<file path="src/rtl/wb_pkg.sv">
// Shared types for the writeback arbiter: request payload and grant-source encoding.
package wb_pkg;

  localparam int WB_DATA_W = 32;
  localparam int WB_ADDR_W = 5;

  typedef struct packed {
    logic [WB_ADDR_W-1:0] addr;
    logic [WB_DATA_W-1:0] data;
  } wb_req_t;

  typedef enum logic [1:0] {
    WB_NONE = 2'd0,
    WB_PIPE = 2'd1,
    WB_LSU  = 2'd2
  } wb_src_e;

endpackage

</file>
<file path="src/rtl/wb_sync_fifo.sv">
// Synchronous FIFO of writeback requests; pointers wrap naturally, count has one extra bit.
module wb_sync_fifo
  import wb_pkg::*;
#(
  parameter int DEPTH = 2,
  localparam int PTR_W = $clog2(DEPTH)
) (
  input  logic           i_clk,
  input  logic           i_rst_n,
  input  logic           i_push,
  input  wb_req_t        i_data,
  input  logic           i_pop,
  output wb_req_t        o_head,
  output logic           o_full,
  output logic           o_empty,
  output logic [PTR_W:0] o_count
);

  wb_req_t          r_mem [DEPTH];
  logic [PTR_W-1:0] r_wr_ptr;
  logic [PTR_W-1:0] r_rd_ptr;
  logic [PTR_W:0]   r_count;
  logic             w_push;
  logic             w_pop;

  assign o_full  = (r_count == (PTR_W+1)'(DEPTH));
  assign o_empty = (r_count == '0);
  assign o_count = r_count;
  assign o_head  = r_mem[r_rd_ptr];

  // Overflow/underflow requests are dropped rather than corrupting state.
  assign w_push = i_push & ~o_full;
  assign w_pop  = i_pop & ~o_empty;

  always_ff @(posedge i_clk or negedge i_rst_n) begin
    if (!i_rst_n) begin
      r_wr_ptr <= '0;
      r_rd_ptr <= '0;
      r_count  <= '0;
    end else begin
      if (w_push) r_wr_ptr <= r_wr_ptr + 1'b1;
      if (w_pop)  r_rd_ptr <= r_rd_ptr + 1'b1;
      case ({w_push, w_pop})
        2'b10:   r_count <= r_count + 1'b1;
        2'b01:   r_count <= r_count - 1'b1;
        default: r_count <= r_count;
      endcase
    end
  end

  always_ff @(posedge i_clk) begin
    if (w_push) r_mem[r_wr_ptr] <= i_data;
  end

endmodule

</file>
<file path="src/rtl/wb_write_arbiter.sv">
// Owns the register-file write port, merging pipeline results with buffered long-latency results.
// Optional starvation guard for the buffered path: define WB_STARVE_GUARD_EN.
module wb_write_arbiter
  import wb_pkg::*;
#(
  parameter int DATA_WIDTH   = WB_DATA_W,
  parameter int ADDR_WIDTH   = WB_ADDR_W,
  parameter int FIFO_DEPTH   = 2,
  parameter int STARVE_LIMIT = 4
) (
  input  logic                  clk_i,
  input  logic                  resetn_i,
  input  logic                  pipe_wr_en_i,
  input  logic [ADDR_WIDTH-1:0] pipe_rd_addr_i,
  input  logic [DATA_WIDTH-1:0] pipe_rd_data_i,
  input  logic                  lsu_valid_i,
  output logic                  lsu_ready_o,
  input  logic [ADDR_WIDTH-1:0] lsu_rd_addr_i,
  input  logic [DATA_WIDTH-1:0] lsu_rd_data_i,
  output logic                  pipe_stall_o,
  output logic                  wb_pending_o,
  output logic [ADDR_WIDTH-1:0] rd_addr_o,
  output logic [DATA_WIDTH-1:0] rd_wr_data_o,
  output logic                  rd_wr_en_o
);

  localparam int CNT_W = $clog2(FIFO_DEPTH) + 1;

  if (DATA_WIDTH != WB_DATA_W || ADDR_WIDTH != WB_ADDR_W || FIFO_DEPTH < 2 ||
      (FIFO_DEPTH & (FIFO_DEPTH - 1)) != 0 || STARVE_LIMIT < 1) begin : g_bad_cfg
    $error("wb_write_arbiter: unsupported parameter combination");
  end

  wb_req_t         w_lsu_req;
  wb_req_t         w_head;
  logic [CNT_W-1:0] w_count;
  logic            w_full;
  logic            w_empty;
  logic            w_push;
  logic            w_pop;
  logic            w_pipe_req;
  logic            w_stall;
  wb_src_e         w_src;

  logic                  r_wr_en;
  logic [ADDR_WIDTH-1:0] r_addr;
  logic [DATA_WIDTH-1:0] r_data;

  assign lsu_ready_o  = (w_count < CNT_W'(FIFO_DEPTH));
  assign wb_pending_o = ~w_empty;
  assign pipe_stall_o = w_stall;
  assign rd_wr_en_o   = r_wr_en;
  assign rd_addr_o    = r_addr;
  assign rd_wr_data_o = r_data;

  // x0 beats still complete the handshake but never occupy a slot.
  assign w_lsu_req.addr = lsu_rd_addr_i;
  assign w_lsu_req.data = lsu_rd_data_i;
  assign w_push     = lsu_valid_i & ~w_full & (lsu_rd_addr_i != '0);
  assign w_pipe_req = pipe_wr_en_i & (pipe_rd_addr_i != '0) & ~w_stall;
  assign w_pop      = (w_src == WB_LSU);

  wb_sync_fifo #(.DEPTH(FIFO_DEPTH)) u_fifo (
    .i_clk   (clk_i),
    .i_rst_n (resetn_i),
    .i_push  (w_push),
    .i_data  (w_lsu_req),
    .i_pop   (w_pop),
    .o_head  (w_head),
    .o_full  (w_full),
    .o_empty (w_empty),
    .o_count (w_count)
  );

  always_comb begin
    w_src = WB_NONE;
    if (w_pipe_req)    w_src = WB_PIPE;
    else if (!w_empty) w_src = WB_LSU;
  end

  always_ff @(posedge clk_i or negedge resetn_i) begin
    if (!resetn_i) begin
      r_wr_en <= 1'b0;
      r_addr  <= '0;
      r_data  <= '0;
    end else begin
      r_wr_en <= (w_src != WB_NONE);
      case (w_src)
        WB_PIPE: begin
          r_addr <= pipe_rd_addr_i;
          r_data <= pipe_rd_data_i;
        end
        WB_LSU: begin
          r_addr <= w_head.addr;
          r_data <= w_head.data;
        end
        default: begin
          r_addr <= r_addr;
          r_data <= r_data;
        end
      endcase
    end
  end

`ifdef WB_STARVE_GUARD_EN
  localparam int STARVE_W = $clog2(STARVE_LIMIT + 1);

  logic [STARVE_W-1:0] r_starve_cnt;
  logic [STARVE_W-1:0] w_starve_nxt;
  logic                r_stall;

  // Counts pipe wins over a waiting FIFO head; the stall lands the cycle after the limit is hit.
  always_comb begin
    w_starve_nxt = r_starve_cnt;
    if (w_empty || w_pop)
      w_starve_nxt = '0;
    else if (w_src == WB_PIPE && r_starve_cnt != STARVE_W'(STARVE_LIMIT))
      w_starve_nxt = r_starve_cnt + 1'b1;
  end

  always_ff @(posedge clk_i or negedge resetn_i) begin
    if (!resetn_i) begin
      r_starve_cnt <= '0;
      r_stall      <= 1'b0;
    end else begin
      r_starve_cnt <= w_starve_nxt;
      r_stall      <= ~r_stall & (w_starve_nxt == STARVE_W'(STARVE_LIMIT));
    end
  end

  assign w_stall = r_stall;
`else
  assign w_stall = 1'b0;
`endif

endmodule
</file>
<file path="config.mk">
export PLATFORM = sky130hd
export DESIGN_NAME = wb_write_arbiter
export DESIGN_NICKNAME = d
export VERILOG_FILES = /design/src/rtl/wb_pkg.sv /design/src/rtl/wb_sync_fifo.sv /design/src/rtl/wb_write_arbiter.sv
export SDC_FILE = /design/constraint.sdc
export NUM_CORES = 1
export LEC_CHECK = 0
export ABC_AREA = 1
export CAP_MARGIN = 15
export CORE_UTILIZATION = 40
export DETAILED_ROUTE_END_ITERATION = 7
export PLACE_DENSITY_LB_ADDON = 0.05
export SYNTH_ARGS = -nofsm -noshare
export SYNTH_HDL_FRONTEND = slang
export SYNTH_SLANG_ARGS = --single-unit
</file>
<file path="constraint.sdc">
create_clock -name clk_i -period 7.85 [get_ports clk_i]
set_input_delay 1.9625 -clock clk_i [delete_from_list [all_inputs] [get_ports clk_i]]
set_output_delay 1.9625 -clock clk_i [all_outputs]
set_load 0.02 [all_outputs]
</file>
=== Word level (Yosys, flattened, before mapping) ===
Memories as Yosys holds them, arrays and structs flattened.
Cells that the tools add are included.

* Bits in writable memories: 74
* Input bits: 78
* Memories kept: 1
* Output and inout port bits: 41
* Word-level logic and storage cells: 37
* Flip-flop bits (word level): 42

{| class="wikitable"
|+ Memory list
! name !! depth !! width !! read ports !! clocked after Yosys merged registers in !! write ports !! RTL line !! text
|-
| u_fifo.r_mem || 2 || 37 || 1 || 0 || 1 || wb_sync_fifo.sv:19 || <nowiki>wb_req_t r_mem [DEPTH];</nowiki>
|}

* Reduce and logical (&&, ||, !) cells: 6
* $add $sub $neg: 4
* Multiplexer cells: 7
* Eq/ne operators: 5
* $lt $le $gt $ge: 1
* Bitwise logic cells: 7

{| class="wikitable"
|+ Operators with widths
! operator !! number
|-
| $pmux W32 S2 || 1
|-
| $pmux W5 S2 || 1
|-
| $reduce_bool A5 Y1 || 2
|-
| $eq A2 B2 Y1 const B || 3
|-
| $reduce_bool A2 Y1 || 3
|-
| $and A1 B1 Y1 || 5
|-
| $eq A2 B1 Y1 const B || 2
|-
| $mux W2 || 2
|-
| $pmux W2 S2 || 1
|-
| $add A1 B1 Y1 const B || 2
|-
| $add A2 B1 Y2 const B || 1
|-
| $logic_not A2 Y1 || 1
|-
| $lt A2 B2 Y1 const B || 1
|-
| $mux W1 || 2
|-
| $not A1 Y1 || 2
|-
| $sub A2 B1 Y2 const B || 1
|}

=== Longest topological paths before layout ===
Gate-level depths: netlist (run 1).

* Depth in word-level cells: 7
* Depth in mapped cells: 10
* Depth with buffers taken out: 9

=== Modules after synthesis ===
Synthesis (run 1) repeated with hierarchy kept, for this count alone.

* Cell total of the unflattened synthesis: 451
* Area, all modules: 5181.2 sq um

{| class="wikitable"
|+ Modules (own cells, without submodules)
! module !! area each (sq um) !! times used !! cells each
|-
| wb_sync_fifo || 2939.1 || 1 || 226
|-
| wb_write_arbiter || 2242.2 || 1 || 225
|}

=== Least setup slack after synthesis (run 1) ===
No wires, ideal clock.

* Kind: input-to-reg
* Start point: input lsu_valid_i
* End point: memory u_fifo.r_mem[1][0] (netlist name) (enable)
* Setup time: 0.433 ns
* Arrival: 3.759 ns
* Data required time: 7.417 ns
* Path buffers: 0
* Setup slack: 3.658 ns
* Stages: 3
* Cell sequence: o21a_1 nand2_1 nor2_1

* Longest elaborated chain between the ends: 5

{| class="wikitable"
|+ RTL lines
! element !! RTL line !! text
|-
| from (decl) || wb_write_arbiter.sv:16 || <nowiki>input logic lsu_valid_i,</nowiki>
|-
| $and A1 B1 Y1 (2 in series) || wb_write_arbiter.sv:59 || <nowiki>assign w_push = lsu_valid_i & ~w_full & (lsu_rd_addr_i != '0);</nowiki>
|-
| $and A1 B1 Y1 || wb_sync_fifo.sv:32 || <nowiki>assign w_push = i_push & ~o_full;</nowiki>
|-
| $mux W1 || wb_sync_fifo.sv:52 || <nowiki>if (w_push) r_mem[r_wr_ptr] <= i_data;</nowiki>
|-
| $mux W1 (implied by the code) || wb_sync_fifo.sv:52 ||
|-
| to (decl) || wb_sync_fifo.sv:19 ||
|}

No other way between the ends.

=== Worst setup path after layout (run 1) ===
* Start point: input pipe_rd_addr_i[2]
* End point: register u_fifo.r_count[1] (netlist: u_fifo.o_count[1])

* Longest elaborated chain between the ends: 7
* Elaborated cells between the ends (all ways): 9

{| class="wikitable"
|+ RTL lines
! element !! RTL line !! text
|-
| from (decl) || wb_write_arbiter.sv:14 || <nowiki>input logic [ADDR_WIDTH-1:0] pipe_rd_addr_i,</nowiki>
|-
| $reduce_bool A5 Y1 * || wb_write_arbiter.sv:60 || <nowiki>assign w_pipe_req = pipe_wr_en_i & (pipe_rd_addr_i != '0) & ~w_stall;</nowiki>
|-
| $and A1 B1 Y1 * || wb_write_arbiter.sv:60 ||
|-
| $mux W2 * || wb_write_arbiter.sv:77 || <nowiki>if (w_pipe_req) w_src = WB_PIPE;</nowiki>
|-
| $eq A2 B2 Y1 * || wb_write_arbiter.sv:61 || <nowiki>assign w_pop = (w_src == WB_LSU);</nowiki>
|-
| $and A1 B1 Y1 * || wb_sync_fifo.sv:33 || <nowiki>assign w_pop = i_pop & ~o_empty;</nowiki>
|-
| via u_fifo.w_pop || wb_sync_fifo.sv:24 || <nowiki>logic w_pop;</nowiki>
|-
| $eq A2 B1 Y1 or $eq A2 B2 Y1 (tied branches) || wb_sync_fifo.sv:43 || <nowiki>case ({w_push, w_pop})</nowiki>
|-
| $pmux W2 S2 or $reduce_bool A2 Y1 (tied branches) || - ||
|-
| to (signal assigned) || wb_sync_fifo.sv:44 || <nowiki>2'b10: r_count <= r_count + 1'b1;</nowiki>
|-
| to (signal assigned) || wb_sync_fifo.sv:45 || <nowiki>2'b01: r_count <= r_count - 1'b1;</nowiki>
|-
| to (signal assigned) || wb_sync_fifo.sv:46 || <nowiki>default: r_count <= r_count;</nowiki>
|-
| to (decl) || wb_sync_fifo.sv:22 || <nowiki>logic [PTR_W:0] r_count;</nowiki>
|}

Mark *: on every way through the listed nets, which the timed path passes. The rest lies on a longest branch.
A chain may end at the register's enable or synchronous reset.

==> reports/metrics.cfg, run 1 <==
[global_routing]
antenna_found_initial=0
grt_use_total_pct=19.84
gr-total-overflow=0
grt_pass1_vias=3571
grt_pass1_wl_um=19020
grt_max_degree=78

[routing]
wl_per_cell_um=16.33
wl_met3_um=636
totalWireLength_um=11840
wl_met2_um=5840
drc_errors=0
top_layer=met4
dr_total_vias=3584
drt-pass1-iter-count=4
routed_via_density=4.943
antenna_left=0
wl_met1_um=5232
first_iter_violations=202

[cts]
cts_max_level=4
cts_made_buffers=17
cts_tree=done
ctsResizeCount=0
clockBufferDepth=2
clk_pin_slew_ps=50
cts-root-buf=clkbuf_16
cts_setup_buffers=0
cts.sinks=116
cts_hold_buf=0
clk-insertion-delay-late_ps=410

[place]
dp_hpwl_um=7034
io_buffers=117
place_congestion=0.7367

[power]
p_leak_nw=2.764
p_per_area_nw_per_um2=370.4
p_seq_share_pct=37.4
switching_power_w=0.0008302
swShare_pct=32.73
power_frac_clock_pct=32.2
power_frac_comb_pct=30.4
p_int_w=0.001706
ir_drop_mv=0.1321

[die]
initial_core_util_pct=41.47
ios=119
rows=40
fp.coreArea_um2=12110
die_w_um=114.1
dieArea_um2=13010
die_h_um=114.1

[sta]
timing.final.crit_share_pct=57.65
setup_viol=0
min_period_ps=4526
fin_skew_ps=9.255
tightest_slew_ps=1113
drv_slew=0
worst_slew_margin_rel_pct=25.61
finalHoldViolCount=0
max_freq_ghz=0.2210
rsz0062_at_grt=no
fin_tns_setup_ps=0

[job]
cap_violations=0

[logic_synthesis]
syn_area_um2=5022
yosysMostFrequentCell=nand2_1
ys_async_sr_fraction_pct=36.21
synth_flop_cell=edfxtp_1
synth_top_area_share_pct=44.25
postSynthCellCount=438
ys_ff_latch=116
syn-num-nets=517
synth_top_cell_by_area=edfxtp_1
synthTopCellsByCount=118 x nand2_1, 108 x nand3_1, 74 x edfxtp_1
ys_warn_count=0
synth_edf_count=74
synth_area_leaders=edfxtp_1 44%, dfrtp_1 21%, nand3_1 11%
syn_area_per_cell_um2=11.47
synth_seq_area_share_pct=65.17
yosysUniqueCellTypes=24

[worst_setup_path]
start_kind=input port
path_buf_inv=2
crit_fanout=77
cp_cell_sequence=clkdlybuf4s50_1 -> nor2_2 -> nand3_4 -> nand2_4 -> nand2_1 -> inv_1 -> ha_1 -> a21oi_1 -> o21ai_0 -> xor2_1
critPathSlowestCell=nand2_4
crit_type=in2reg
worstPathRequired_ps=8120
slowest_delay_ps=910
reg2regPathDepth=9
endpoint_kind=flip-flop
crit_family=simple AND/OR/NAND/NOR gates
cp.depth=10
worstPathArrival_ps=4800

[cells_and_area]
nNetsFinal=624
n_antenna_cell=0
finish.utilization_pct=56.53
syn_to_final_growth_pct=36.32
drive_gt1_share_pct=14.90

[outcome]
status=finished, final reports clean

[min_path]
min_path_cells=2
hold_path_class=reg2reg

## path summary, 6_finish.rpt
path                                               start                       endpoint  slack, ps
max                                    pipe_rd_addr_i[2]  u_fifo.o_count[1]$_DFFE_PN0P_       3320
min                         rd_wr_data_o[20]$_DFFE_PN0P_   rd_wr_data_o[20]$_DFFE_PN0P_        500
max reg2reg                u_fifo.o_count[0]$_DFFE_PN0P_  u_fifo.o_count[1]$_DFFE_PN0P_       5050
min reg2reg                 rd_wr_data_o[20]$_DFFE_PN0P_   rd_wr_data_o[20]$_DFFE_PN0P_        500
max in group asynchronous                       resetn_i    u_fifo.r_rd_ptr$_DFFE_PN0P_       5440
min in group asynchronous                       resetn_i    rd_wr_data_o[4]$_DFFE_PN0P_       1730
## area by class of cell
class                      instances  area (um2)
clock buffer                      19       442.9
clock inverter                    12       185.2
fill                            1044        5265
inverter                           6       22.52
multi-input combinational        284        1528
sequential                       116        3274
tap                              168       210.2
timing repair buffer             120        1184
## layout by cell type (no fill, tap or decap), types with 2 or more instances in the layout
cell type / n
a21oi_1: 2
bufinv_16: 5
nand3_1: 108
nor2_2: 2
dfrtp_1: 41
inv_1: 4
buf_4: 3
clkdlybuf4s50_1: 115
edfxtp_1: 74
buf_2: 2
clkinv_1: 2
nand3_2: 40
nor2_4: 3
inv_2: 2
nor2_1: 2
clkinv_2: 4
nand2_1: 118
clkbuf_16: 17
## metal layers
layer,global-route usage (%),vias to the layer above
met5,0,-
met4,6.320,0
met3,5.611,12
met2,32.53,112
met1,25.46,1720
li1,-,1740
## worst reg2reg max path, stage by stage (launching register included)
cell	delay [ps]
dfrtp_1	440
nor2_4	870
inv_2	80
buf_4	360
nand2_1	180
inv_1	60
ha_1	310
a21oi_1	110
o21ai_0	110
xor2_1	150
## state kept, by name, summed over array words and instances (netlist names)
register and count:
rd_wr_data_o 32, rd_wr_en_o 1, rd_addr_o 5, u_fifo.r_mem 74, u_fifo.r_rd_ptr 1, u_fifo.o_count 2, u_fifo.r_wr_ptr 1
## power groups by stage
stage / sequential (W) / clock, W / combinational, W
2_1_floorplan: 0.00100 / 0 / 0.000412
5_1_grt: 0.000970 / 0.000863 / 0.000851
4_1_cts: 0.000954 / 0.000832 / 0.000789
3_3_place_gp: 0.000960 / 0 / 0.000774
3_5_place_dp: 0.000965 / 0 / 0.000785
6_report: 0.000948 / 0.000818 / 0.000770
## stage by stage
step	cells	cell area [um2]	setup slack [ps]	hold WS (ps)	power [W]
finish	725	6847	3324	504.1	0.002536
floorplan	438	5022	3658	484.6	0.001416
detailed placement	694	6218	2905	498.7	0.001750
CTS	725	6847	3300	511.0	0.002575
global route	725	6847	3072	542.0	0.002684
global placement	694	6218	3009	490.8	0.001734
## cell families (layout without fill, tap and decap cells)
kind of cell | count (synthesis) | in the layout | synth area share [%]
AO/OA/AOI/OAI | 4 | 4 | 0.4484
flip-flops | 116 | 116 | 65.17
adder cells (fa/ha/maj) | 1 | 1 | 0.2491
other | 1 | 1 | 0.07467
AND/OR/NAND/NOR | 276 | 276 | 28.85
XOR/XNOR | 2 | 2 | 0.3488
buffers and inverters | 38 | 157 | 4.858
No activity file was read; power rests on OpenSTA's default activity.
==> run 2, diff against run 1 <==
- clock period: 7.85 -> 4.2 ns (I/O delays scaled with it)
==> run 2 against run 1 <==
Clock power rose by 59%. Critical path depth fell by 7. Cell count rose by 0.83%. Sequential power rose by 87%. Hold slack improved by 4.8 ps. Via count rose by 0.86%. Non-clock buffer count rose by 5. Clock skew fell by 2.7 ps. Register-to-register slack got worse by 2900 ps. Critical path type is now reg2out. Largest cell class unchanged.
==> reports/metrics.cfg, run 2 (synthesized netlist as in run 1, its figures left out) <==
[global_routing]
grt_max_degree=57  ; -27%
gr-total-overflow=0  ; unchanged
antenna_found_initial=0  ; unchanged
grt_pass1_wl_um=19440  ; +2.2%
grt_pass1_vias=3730  ; +4.5%
grt_use_total_pct=20.10  ; +0.26 points

[cts]
clockBufferDepth=2  ; unchanged
cts_tree=done
cts_max_level=4  ; unchanged
ctsResizeCount=0  ; unchanged
cts_made_buffers=17  ; unchanged
cts_setup_buffers=0  ; unchanged
clk_pin_slew_ps=50  ; about the same
cts_hold_buf=0  ; unchanged
cts.sinks=116  ; unchanged
clk-insertion-delay-late_ps=400  ; about the same
cts-root-buf=clkbuf_16

[cells_and_area]
finish.instance_area_um2=6794  ; -0.77%
finish.utilization_pct=56.09  ; -0.43 points
final_common_cell=nand2_1
drive_gt1_share_pct=15.45  ; +0.55 points
regMostFlops=u_fifo.r_mem
nNetsFinal=629  ; +0.80%
final.fill_count=1061  ; +1.6%
syn_to_final_growth_pct=35.28
layout_common_cells=118 x nand2_1, 115 x clkdlybuf4s50_1, 108 x nand3_1
largest_reg_flops=74  ; unchanged
n_antenna_cell=0  ; unchanged

[sta]
tightest_slew_ps=1071  ; -42.19 ps
worst_slew_margin_rel_pct=28.60  ; +3.0 points
min_period_ps=2650
max_freq_ghz=0.3774
rsz0062_at_grt=no
whs_ps=508.9  ; +4.837 ps
fin_tns_setup_ps=0  ; unchanged
fin_skew_ps=6.532  ; -2.723 ps
setup_viol=0  ; unchanged
drv_slew=0  ; unchanged
timing.final.crit_share_pct=63.09
finalHoldViolCount=0  ; unchanged

[routing]
dr_total_vias=3615  ; +0.86%
totalWireLength_um=12280  ; +3.7%
drc_errors=0  ; unchanged
routed_via_density=4.945  ; about the same
wl_per_cell_um=16.79  ; +2.8%
first_iter_violations=243  ; +20%
antenna_left=0  ; unchanged
drt-pass1-iter-count=5  ; +1

[place]
placed_area_um2=6256  ; +0.60%
dp_hpwl_um=7372  ; +4.8%
place_congestion=0.7205  ; -2.2%
io_buffers=117  ; unchanged

[job]
cap_violations=0  ; unchanged

[power]
ir_drop_mv=0.3033  ; +130%
power_w=0.004531  ; +79%
p_per_area_nw_per_um2=666.9  ; +80%
p_leak_nw=2.752  ; -0.45%

[worst_setup_path]
cp_cell_sequence=nor2_4 -> inv_2 -> clkdlybuf4s50_1
crit_fanout=5  ; -94%
start_kind=flip-flop
r2r_start=u_fifo.o_count[0]$_DFFE_PN0P_
worstPathRequired_ps=3150  ; -4970 ps
critPathLaunch=u_fifo.o_count[0]$_DFFE_PN0P_
crit_type=reg2out
endpoint_kind=output port
crit_family=buffers and inverters
critPathSlowestCell=clkdlybuf4s50_1
slowest_delay_ps=600  ; -310 ps
path_buf_inv=2  ; unchanged
worstPathArrival_ps=1600  ; -3200 ps

[die]
initial_core_util_pct=41.47  ; unchanged
die_h_um=114.1  ; unchanged
die_w_um=114.1  ; unchanged
dieArea_um2=13010  ; unchanged
rows=40  ; unchanged
ios=119  ; unchanged
fp.coreArea_um2=12110  ; unchanged

[min_path]
hp-start=rd_wr_data_o[18]$_DFFE_PN0P_
hold_path_class=reg2reg

[outcome]
status=finished, final reports clean

run 2: layer usage:
layer,vias up,global-route usage [%],share of wire [%]
met5,-,0,0
met4,0,5.541,0.83
met3,8,5.611,4.7
met2,103,33.21,49
met1,1754,26.01,45
li1,1750,-,-
run 2: final cells by class:
class,instances,area (um2),area share (%)
clock buffers,27,513.0,7.551
clock inverters,5,25.02,0.3683
inverters,6,22.52,0.3315
multi-input cells,284,1528,22.49
repair buffers,125,1221,17.97
flip-flops and latches,116,3274,48.20
well taps,168,210.2,3.094
run 2: final timing paths:
kind                                                  to  depth (start not counted)  slack, ps
setup / recovery                            wb_pending_o                          3       1550
hold / removal              rd_wr_data_o[18]$_DFFE_PN0P_                          2        510
setup reg to reg           u_fifo.o_count[1]$_DFFE_PN0P_                          9       2110
hold reg to reg             rd_wr_data_o[18]$_DFFE_PN0P_                          2        510
max in group asynchronous    u_fifo.r_rd_ptr$_DFFE_PN0P_                          1       2620
min in group asynchronous       rd_addr_o[4]$_DFFE_PN0P_                          1        830
run 2: worst register-to-register path, stage by stage (launching register included):
cell and delay, ps:
dfrtp_1 460, nor2_4 60, inv_2 80, buf_4 500, nand2_1 170, inv_1 80, ha_1 250, a21oi_1 110
o21ai_0 110, xor2_1 150
run 2: per-stage QoR:
stage	setup WS [ps]	cells
after global placement	1142	699
after global routing	1449	731
final	1550	731
after detailed placement	1128	699
after CTS	1542	731
after floorplan	920.5	438
run 2: where the power goes:
part           switching, W  internal, W  total [W]
Clock              0.000468     0.000827    0.00130
Combinational      0.000884     0.000580    0.00146
Sequential         0.000208      0.00156    0.00177
Total               0.00156      0.00297    0.00453
